`src/rtl/loader_pkg.sv`:
```
// Shared definitions for the instruction-memory boot loader:
// FSM state encoding, word geometry and the address step.
package loader_pkg;

  typedef enum logic [2:0] {
    ST_IDLE   = 3'd0,
    ST_LEN_HI = 3'd1,
    ST_LEN_LO = 3'd2,
    ST_DATA   = 3'd3,
    ST_CHK    = 3'd4,
    ST_DONE   = 3'd5,
    ST_ERR    = 3'd6
  } state_t;

  localparam int          BYTES_PER_WORD = 4;
  localparam logic [1:0]  LAST_BYTE_IDX  = 2'(BYTES_PER_WORD - 1);
  // Same increment the Sumador applies to the PC, so fetch walks the
  // words in exactly the order they were written.
  localparam logic [31:0] ADDR_STEP      = 32'd4;

  // Next word address; 32-bit modulo arithmetic is intended.
  function automatic logic [31:0] next_addr(input logic [31:0] addr);
    return addr + ADDR_STEP;
  endfunction

endpackage

```
`src/rtl/inst_mem_loader_if.sv`:
```
// Byte-stream input, instruction-memory write port and status of the loader.
//
// Handshake: a byte moves on a rising edge where ByteValid && ByteReady are
// both high. The source may raise ByteValid at any time and must hold ByteIn
// stable while ByteValid is high and the byte has not been taken; ByteReady
// never depends on ByteValid in the same cycle (it is a registered decode).
interface inst_mem_loader_if;

  logic        Start;
  logic [7:0]  ByteIn;
  logic        ByteValid;
  logic        ByteReady;
  logic        MI_Write;
  logic [31:0] MI_Dir;
  logic [31:0] MI_Dato;
  logic        CPU_Hold;
  logic        Done;
  logic        Error;
  logic [15:0] WordCount;

  // The loader side.
  modport master (
    input  Start, ByteIn, ByteValid,
    output ByteReady, MI_Write, MI_Dir, MI_Dato,
    output CPU_Hold, Done, Error, WordCount
  );

  // The stream source / memory / core side.
  modport slave (
    output Start, ByteIn, ByteValid,
    input  ByteReady, MI_Write, MI_Dir, MI_Dato,
    input  CPU_Hold, Done, Error, WordCount
  );

endinterface

```
`src/rtl/word_packer.sv`:
```
// Packs accepted payload bytes MSB-first into 32-bit words and keeps the
// running XOR checksum. word_done_o/word_next_o are combinational so the
// caller can register the finished word on the same edge as the 4th byte.
module word_packer
  import loader_pkg::*;
(
  input  logic        clk_i,
  input  logic        rst_n_i,
  input  logic        clear_i,
  input  logic        accept_i,
  input  logic [7:0]  byte_i,
  output logic        word_done_o,
  output logic [31:0] word_next_o,
  output logic [7:0]  csum_o
);

  logic [1:0]  idx_q;
  logic [23:0] asm_q;
  logic [7:0]  csum_q;

  assign word_done_o = accept_i && (idx_q == LAST_BYTE_IDX);
  assign word_next_o = {asm_q, byte_i};
  assign csum_o      = csum_q;

  // Byte index, upper three bytes of the word under assembly, checksum.
  always_ff @(posedge clk_i) begin
    if (!rst_n_i || clear_i) begin
      idx_q  <= '0;
      asm_q  <= '0;
      csum_q <= '0;
    end else if (accept_i) begin
      idx_q  <= idx_q + 2'd1;
      asm_q  <= {asm_q[15:0], byte_i};
      csum_q <= csum_q ^ byte_i;
    end
  end

endmodule

```
`src/rtl/inst_mem_loader.sv`:
```
// Boot-time instruction-memory writer: parses a length-prefixed byte stream,
// writes each big-endian word through the MemInst write port while holding
// the core, and releases the core only after the checksum matches.
module inst_mem_loader
  import loader_pkg::*;
#(
  parameter logic [31:0] BASE_ADDR = 32'h0000_0000,
  parameter int          MAX_WORDS = 256
) (
  input  logic              CLK,
  input  logic              RST_N,
  inst_mem_loader_if.master bus,
  output state_t            dbg_state_o
);

  state_t      state_q;
  logic        byte_ready_q;
  logic        mi_write_q;
  logic [31:0] mi_dir_q;
  logic [31:0] mi_dato_q;
  logic        hold_q;
  logic        done_q;
  logic        error_q;
  logic [15:0] wcount_q;
  logic [15:0] words_rem_q;

  logic        accept;
  logic        data_accept;
  logic        start_ok;
  logic [15:0] len_full;
  logic        word_done;
  logic [31:0] word_next;
  logic [7:0]  csum;

  assign accept      = bus.ByteValid && byte_ready_q;
  assign data_accept = accept && (state_q == ST_DATA);
  assign start_ok    = bus.Start &&
                       ((state_q == ST_IDLE) || (state_q == ST_DONE) ||
                        (state_q == ST_ERR));
  assign len_full    = {wcount_q[15:8], bus.ByteIn};

  word_packer u_packer (
    .clk_i       (CLK),
    .rst_n_i     (RST_N),
    .clear_i     (start_ok),
    .accept_i    (data_accept),
    .byte_i      (bus.ByteIn),
    .word_done_o (word_done),
    .word_next_o (word_next),
    .csum_o      (csum)
  );

  // Loader FSM with registered outputs, address counter and core hold.
  always_ff @(posedge CLK) begin
    if (!RST_N) begin
      state_q      <= ST_IDLE;
      byte_ready_q <= 1'b0;
      mi_write_q   <= 1'b0;
      mi_dir_q     <= BASE_ADDR;
      mi_dato_q    <= '0;
      hold_q       <= 1'b1;
      done_q       <= 1'b0;
      error_q      <= 1'b0;
      wcount_q     <= '0;
      words_rem_q  <= '0;
    end else begin
      mi_write_q <= 1'b0;
      // Address moves on only after the strobe has used it.
      if (mi_write_q) begin
        mi_dir_q <= next_addr(mi_dir_q);
      end
      // A finished word is strobed in the cycle after its 4th byte; this also
      // covers the last word, whose strobe lands while already in CHK.
      if (word_done) begin
        mi_write_q <= 1'b1;
        mi_dato_q  <= word_next;
      end

      case (state_q)
        ST_IDLE, ST_DONE, ST_ERR: begin
          if (start_ok) begin
            state_q      <= ST_LEN_HI;
            byte_ready_q <= 1'b1;
            hold_q       <= 1'b1;
            done_q       <= 1'b0;
            error_q      <= 1'b0;
            mi_dir_q     <= BASE_ADDR;
          end
        end
        ST_LEN_HI: begin
          if (accept) begin
            wcount_q[15:8] <= bus.ByteIn;
            state_q        <= ST_LEN_LO;
          end
        end
        ST_LEN_LO: begin
          if (accept) begin
            wcount_q[7:0] <= bus.ByteIn;
            words_rem_q   <= len_full;
            if ({16'd0, len_full} > 32'(MAX_WORDS)) begin
              state_q      <= ST_ERR;
              byte_ready_q <= 1'b0;
              error_q      <= 1'b1;
            end else if (len_full == 16'd0) begin
              state_q <= ST_CHK;
            end else begin
              state_q <= ST_DATA;
            end
          end
        end
        ST_DATA: begin
          if (word_done) begin
            words_rem_q <= words_rem_q - 16'd1;
            if (words_rem_q == 16'd1) begin
              state_q <= ST_CHK;
            end
          end
        end
        ST_CHK: begin
          if (accept) begin
            byte_ready_q <= 1'b0;
            if (bus.ByteIn == csum) begin
              state_q <= ST_DONE;
              done_q  <= 1'b1;
              hold_q  <= 1'b0;
            end else begin
              state_q <= ST_ERR;
              error_q <= 1'b1;
            end
          end
        end
        default: begin
          state_q      <= ST_IDLE;
          byte_ready_q <= 1'b0;
          hold_q       <= 1'b1;
        end
      endcase
    end
  end

  assign bus.ByteReady = byte_ready_q;
  assign bus.MI_Write  = mi_write_q;
  assign bus.MI_Dir    = mi_dir_q;
  assign bus.MI_Dato   = mi_dato_q;
  assign bus.CPU_Hold  = hold_q;
  assign bus.Done      = done_q;
  assign bus.Error     = error_q;
  assign bus.WordCount = wcount_q;
  assign dbg_state_o   = state_q;

endmodule

```
`src/flat_wrapper.sv`:
```
// flat-port wrapper written by rule: the top's interface ports become plain ports
module inst_mem_loader_flat import loader_pkg::*;
#(
  parameter logic [31:0] BASE_ADDR = 32'h0000_0000,
  parameter int          MAX_WORDS = 256
)
  (CLK, RST_N, dbg_state_o, bus_Start, bus_ByteIn, bus_ByteValid, bus_ByteReady, bus_MI_Write, bus_MI_Dir, bus_MI_Dato, bus_CPU_Hold, bus_Done, bus_Error, bus_WordCount);
  inst_mem_loader_if bus_i ();
  input  logic CLK;
  input  logic RST_N;
  output state_t dbg_state_o;
  input wire logic [$bits(bus_i.Start)-1:0] bus_Start;
  input wire logic [$bits(bus_i.ByteIn)-1:0] bus_ByteIn;
  input wire logic [$bits(bus_i.ByteValid)-1:0] bus_ByteValid;
  output wire logic [$bits(bus_i.ByteReady)-1:0] bus_ByteReady;
  output wire logic [$bits(bus_i.MI_Write)-1:0] bus_MI_Write;
  output wire logic [$bits(bus_i.MI_Dir)-1:0] bus_MI_Dir;
  output wire logic [$bits(bus_i.MI_Dato)-1:0] bus_MI_Dato;
  output wire logic [$bits(bus_i.CPU_Hold)-1:0] bus_CPU_Hold;
  output wire logic [$bits(bus_i.Done)-1:0] bus_Done;
  output wire logic [$bits(bus_i.Error)-1:0] bus_Error;
  output wire logic [$bits(bus_i.WordCount)-1:0] bus_WordCount;
  assign bus_i.Start = bus_Start;
  assign bus_i.ByteIn = bus_ByteIn;
  assign bus_i.ByteValid = bus_ByteValid;
  assign bus_ByteReady = bus_i.ByteReady;
  assign bus_MI_Write = bus_i.MI_Write;
  assign bus_MI_Dir = bus_i.MI_Dir;
  assign bus_MI_Dato = bus_i.MI_Dato;
  assign bus_CPU_Hold = bus_i.CPU_Hold;
  assign bus_Done = bus_i.Done;
  assign bus_Error = bus_i.Error;
  assign bus_WordCount = bus_i.WordCount;
  inst_mem_loader #(.BASE_ADDR(BASE_ADDR), .MAX_WORDS(MAX_WORDS)) u_core (.CLK(CLK), .RST_N(RST_N), .bus(bus_i), .dbg_state_o(dbg_state_o));
endmodule
```
`config.mk`:
```
export PLATFORM = sky130hd
export DESIGN_NAME = inst_mem_loader_flat
export DESIGN_NICKNAME = d
export VERILOG_FILES = /design/src/rtl/loader_pkg.sv /design/src/rtl/inst_mem_loader_if.sv /design/src/rtl/word_packer.sv /design/src/rtl/inst_mem_loader.sv /design/src/flat_wrapper.sv
export SDC_FILE = /design/constraint.sdc
export NUM_CORES = 1
export LEC_CHECK = 0
export CAP_MARGIN = 25
export CORE_MARGIN = 8
export CORE_UTILIZATION = 35
export DETAILED_ROUTE_END_ITERATION = 8
export PLACE_DENSITY = 0.6
export SYNTH_ARGS = -nofsm -noshare
export SYNTH_HDL_FRONTEND = slang
export SYNTH_HIERARCHICAL = 1
export SYNTH_SLANG_ARGS = --single-unit
```
`constraint.sdc`:
```
create_clock -name CLK -period 3.98 [get_ports CLK]
set_input_delay 0.398 -clock CLK [delete_from_list [all_inputs] [get_ports CLK]]
set_output_delay 0.398 -clock CLK [all_outputs]
set_load 0.02 [all_outputs]
```
==> impl_metrics.toml <==
[clock_tree]
root_buffer = "clkbuf_16"
clockBufferDepth = 2
cts_buffers = 17
ctsHoldBuffers = 0
cts_tree = "done"
clock_latency_ns = 0.42
htree_levels = 4
cts_resized = 0
clk_pin_slew_ns = 0.06
cts.sinks = 136
postCtsSetupBuffers = 0

[sta]
hold_viol = 0
maxSlewViolCount = 0
worst_pin_slew_ns = 0.955
whs_ns = 0.480
fmax_mhz = 363
finalClockSkew_ns = 0.00963
finalSetupViolCount = 0
worst_slack_ns = 1.22
rsz0062_at_grt = "false"
maxSlewHeadroom_pct = 36.0
layout_min_cycle_time_ns = 2.76
fin_tns_setup_ns = 0
finalCritPeriodShare_pct = 69.3

[worst_setup_path]
start_kind = "flip-flop"
critPathBufInv = 1
critPathRequiredTime_ns = 4.29
path_delay_family = "simple AND/OR/NAND/NOR gates"
reg2reg_to = "u_core/bus.MI_Dir[13]$_SDFF_PN0_"
ff2ff_path_depth = 6
regToRegSetupSlack_ns = 1.22
setup.worst_path.end_class = "flip-flop"
reg2reg_from = "u_core/dbg_state_o[0]$_SDFFE_PN0P_"
crit_path_max_incr_delay_ns = 0.80
crit_chain = "nor2b_1 -> or3_1 -> a21oi_1 -> nand2b_1 -> buf_4 -> nor2_1"
crit_arrival_ns = 3.07
crit_path_max_fanout = 24
crit_type = "reg2reg"
slowest_stage = "dfxtp_1"

[synth]
yosysWarnings = 6
ys_seq_area_share_pct = 42.8
synth_edf_count = 0
synth_cells = 682
ys_seq_elements = 136
yosys.area_share.adder_pct = 0.787
synthSimpleGateAreaFrac_pct = 21.5
synth.area.top_cells = "dfxtp_1 (43%), mux2i_1 (12%), nor2b_1 (5.4%), nor2_1 (4.4%), xor2_1 (2.9%)"
synth_xor_area_share_pct = 5.10
async_reset_ff_share_pct = 0
ys_types = 64
synthesis.area_sq_um = 6360
synth_mux_area_share_pct = 11.7
synth_top_area_cell = "dfxtp_1"
synth_top_cell_area_share_pct = 42.8
synthFlopType = "dfxtp_1"
synth_top_family_by_area = "simple AND/OR/NAND/NOR gates"
synth_compound_area_share_pct = 12.4
syn_avg_cell_area_sq_um = 9.32

[die]
ios = 100
die_y_microns = 151
design.core.area_sq_um = 17900
initial_core_util_pct = 35.5
fp.dieArea_sq_um = 22700
row_count = 49
die_x_microns = 151

[global_route]
grtUsageTotal_pct = 14.5
grt_pass1_vias = 4981
grt_first_pass_wirelength_microns = 26300
grt_max_degree = 77
overflow = 0
grt_antenna_before_repair = 0

[final_layout]
final_util_pct = 44.6
layout-drive-gt1-share_pct = 8.77
fillers = 1702
finalNetCount = 778
areaGrowthSynthToFinish_pct = 25.7
diodes = 0

[routing]
drt_iter0_markers = 469
wl_per_cell_microns = 16.4
drc = 0
avgViaCountPerCell = 5.21
postRouteAntennaNets = 0
vias = 5230
routed_wl_microns = 16400
firstDrtPassIters = 7

[run]
cap_violations = 0

[status]
outcome = "finished clean"

[min_path]
hold_class = "reg2reg"
min_to = "u_core/bus.Error$_SDFFE_PN0P_"
whs_path_depth = 2
hold_start = "u_core/bus.Error$_SDFFE_PN0P_"

[power]
p_total_w = 0.00345
p_leak_nw = 2.68
vdd_drop_max_uv = 285
p_per_area_nw_per_um2 = 432

[place]
portBuffers = 97
dp_hpwl_microns = 11200
place.gp.congestion = 0.888
pre_cts_ws_ns = 1.25
[logic make-up after synthesis]
kind of cell | count (synthesis)
buffers and inverters | 65
muxes | 74
DFF | 136
xor gates and xnor gates | 37
AOI/OAI and AO/OA | 110
other | 1
adders and majority gates | 4
and+or+nand+nor | 255
[per-layer routing]
metal  routed length [microns]  global-route usage, %  vias up  share of wire (%)
li1                          -                      -     2546                  -
met1                      7170                   18.0     2486                 44
met2                      7710                   22.8      183                 47
met3                      1400                   5.86       15                8.5
met4                       161                   3.91        0               0.98
met5                         0                      0        -                  0
[worst max-delay path by stage]
stage                                        from                                 end  slack [ns]  cells past startpoint
2_1_floorplan  u_core/dbg_state_o[0]$_SDFFE_PN0P_  u_core/dbg_state_o[0]$_SDFFE_PN0P_        0.93                     13
3_3_place_gp   u_core/dbg_state_o[0]$_SDFFE_PN0P_    u_core/bus.MI_Dir[16]$_SDFF_PN0_        1.41                      6
3_5_place_dp   u_core/dbg_state_o[0]$_SDFFE_PN0P_    u_core/bus.MI_Dir[14]$_SDFF_PN0_        1.25                      6
4_1_cts        u_core/dbg_state_o[0]$_SDFFE_PN0P_    u_core/bus.MI_Dir[13]$_SDFF_PN0_        1.23                      6
5_1_grt        u_core/dbg_state_o[0]$_SDFFE_PN0P_    u_core/bus.MI_Dir[15]$_SDFF_PN0_        0.97                      6
6_report       u_core/dbg_state_o[0]$_SDFFE_PN0P_    u_core/bus.MI_Dir[13]$_SDFF_PN0_        1.22                      6
[cell type report]
type	instances	area, sq um	area share (%)
clock buffers	18	439	5.50
multi-input cells	482	3290	41.2
clock inverters	14	128	1.60
repair buffers	111	1070	13.4
well taps	229	287	3.59
flip-flops and latches	136	2720	34.1
inverters	14	52.6	0.658
[power breakdown]
group | internal [W] | switching, W | total, W
sequential | 0.00139 | 0.0000721 | 0.00146
clock | 0.000843 | 0.000680 | 0.00152
combinational | 0.000193 | 0.000275 | 0.000468
[cell usage after synthesis, types with 4 or more instances]
| cell type | instances |
|---|---|
| a211oi_1 | 4 |
| a21bo_1 | 5 |
| a21bo_2 | 4 |
| a21oi_1 | 25 |
| a21oi_2 | 5 |
| a41oi_1 | 4 |
| and2_1 | 7 |
| and3_1 | 7 |
| buf_2 | 8 |
| buf_4 | 12 |
| clkbuf_1 | 22 |
| dfxtp_1 | 136 |
| ha_1 | 4 |
| inv_1 | 14 |
| mux2i_1 | 74 |
| nand2_1 | 31 |
| nand3_1 | 13 |
| nand3b_1 | 10 |
| nand4_1 | 8 |
| nor2_1 | 74 |
| nor2b_1 | 55 |
| nor3_1 | 9 |
| nor4_1 | 16 |
| o211ai_1 | 4 |
| o21a_1 | 4 |
| o21ai_0 | 18 |
| o22ai_1 | 5 |
| or3_1 | 7 |
| xnor2_1 | 16 |
| xor2_1 | 21 |
[cell usage in the layout (no fill, tap or decap), types with 4 or more instances in the layout]
master and instances:
o21ai_0 18, inv_1 14, and2_1 6, a21bo_2 4, buf_4 14, a211oi_1 4
clkbuf_16 17, o22ai_1 5, a21bo_1 5, nand2_1 31, inv_6 6, a21oi_1 25
nor2b_1 55, ha_1 4, a41oi_1 4, nand4_1 8, xnor2_1 16, nor3_1 9
or3_1 7, dfxtp_1 136, o21a_1 4, clkdlybuf4s50_1 96, and3_1 7, nor4_1 16
nor2_1 73, inv_8 4, xor2_1 21, nand3b_1 10, mux2i_1 74, o211ai_1 4
a21oi_2 5, nand3_1 13
[sequential cells by signal (all words and copies together) (netlist names)]
register / count
u_core/u_packer/asm_q: 24
u_core/u_packer/idx_q: 2
u_core/bus.MI_Dato: 32
u_core/u_packer/csum_o: 8
u_core/bus.ByteReady: 1
u_core/bus.MI_Write: 1
u_core/bus.CPU_Hold: 1
u_core/words_rem_q: 16
u_core/bus.WordCount: 16
u_core/bus.Error: 1
u_core/bus.MI_Dir: 30
u_core/dbg_state_o: 3
u_core/bus.Done: 1
[tightest hold or removal path, cell delays in order (launching register included)]
cell and delay (ns):
dfxtp_1 0.33, inv_1 0.06, a21oi_1 0.05
[metrics by stage]
step	instance area (sq um)	cells
4_1_cts	7990	1004
6_report	7990	1004
2_1_floorplan	6360	683
3_3_place_gp	7420	972
3_5_place_dp	7420	972
5_1_grt	7990	1004
Power figures use the tool's default switching activity.
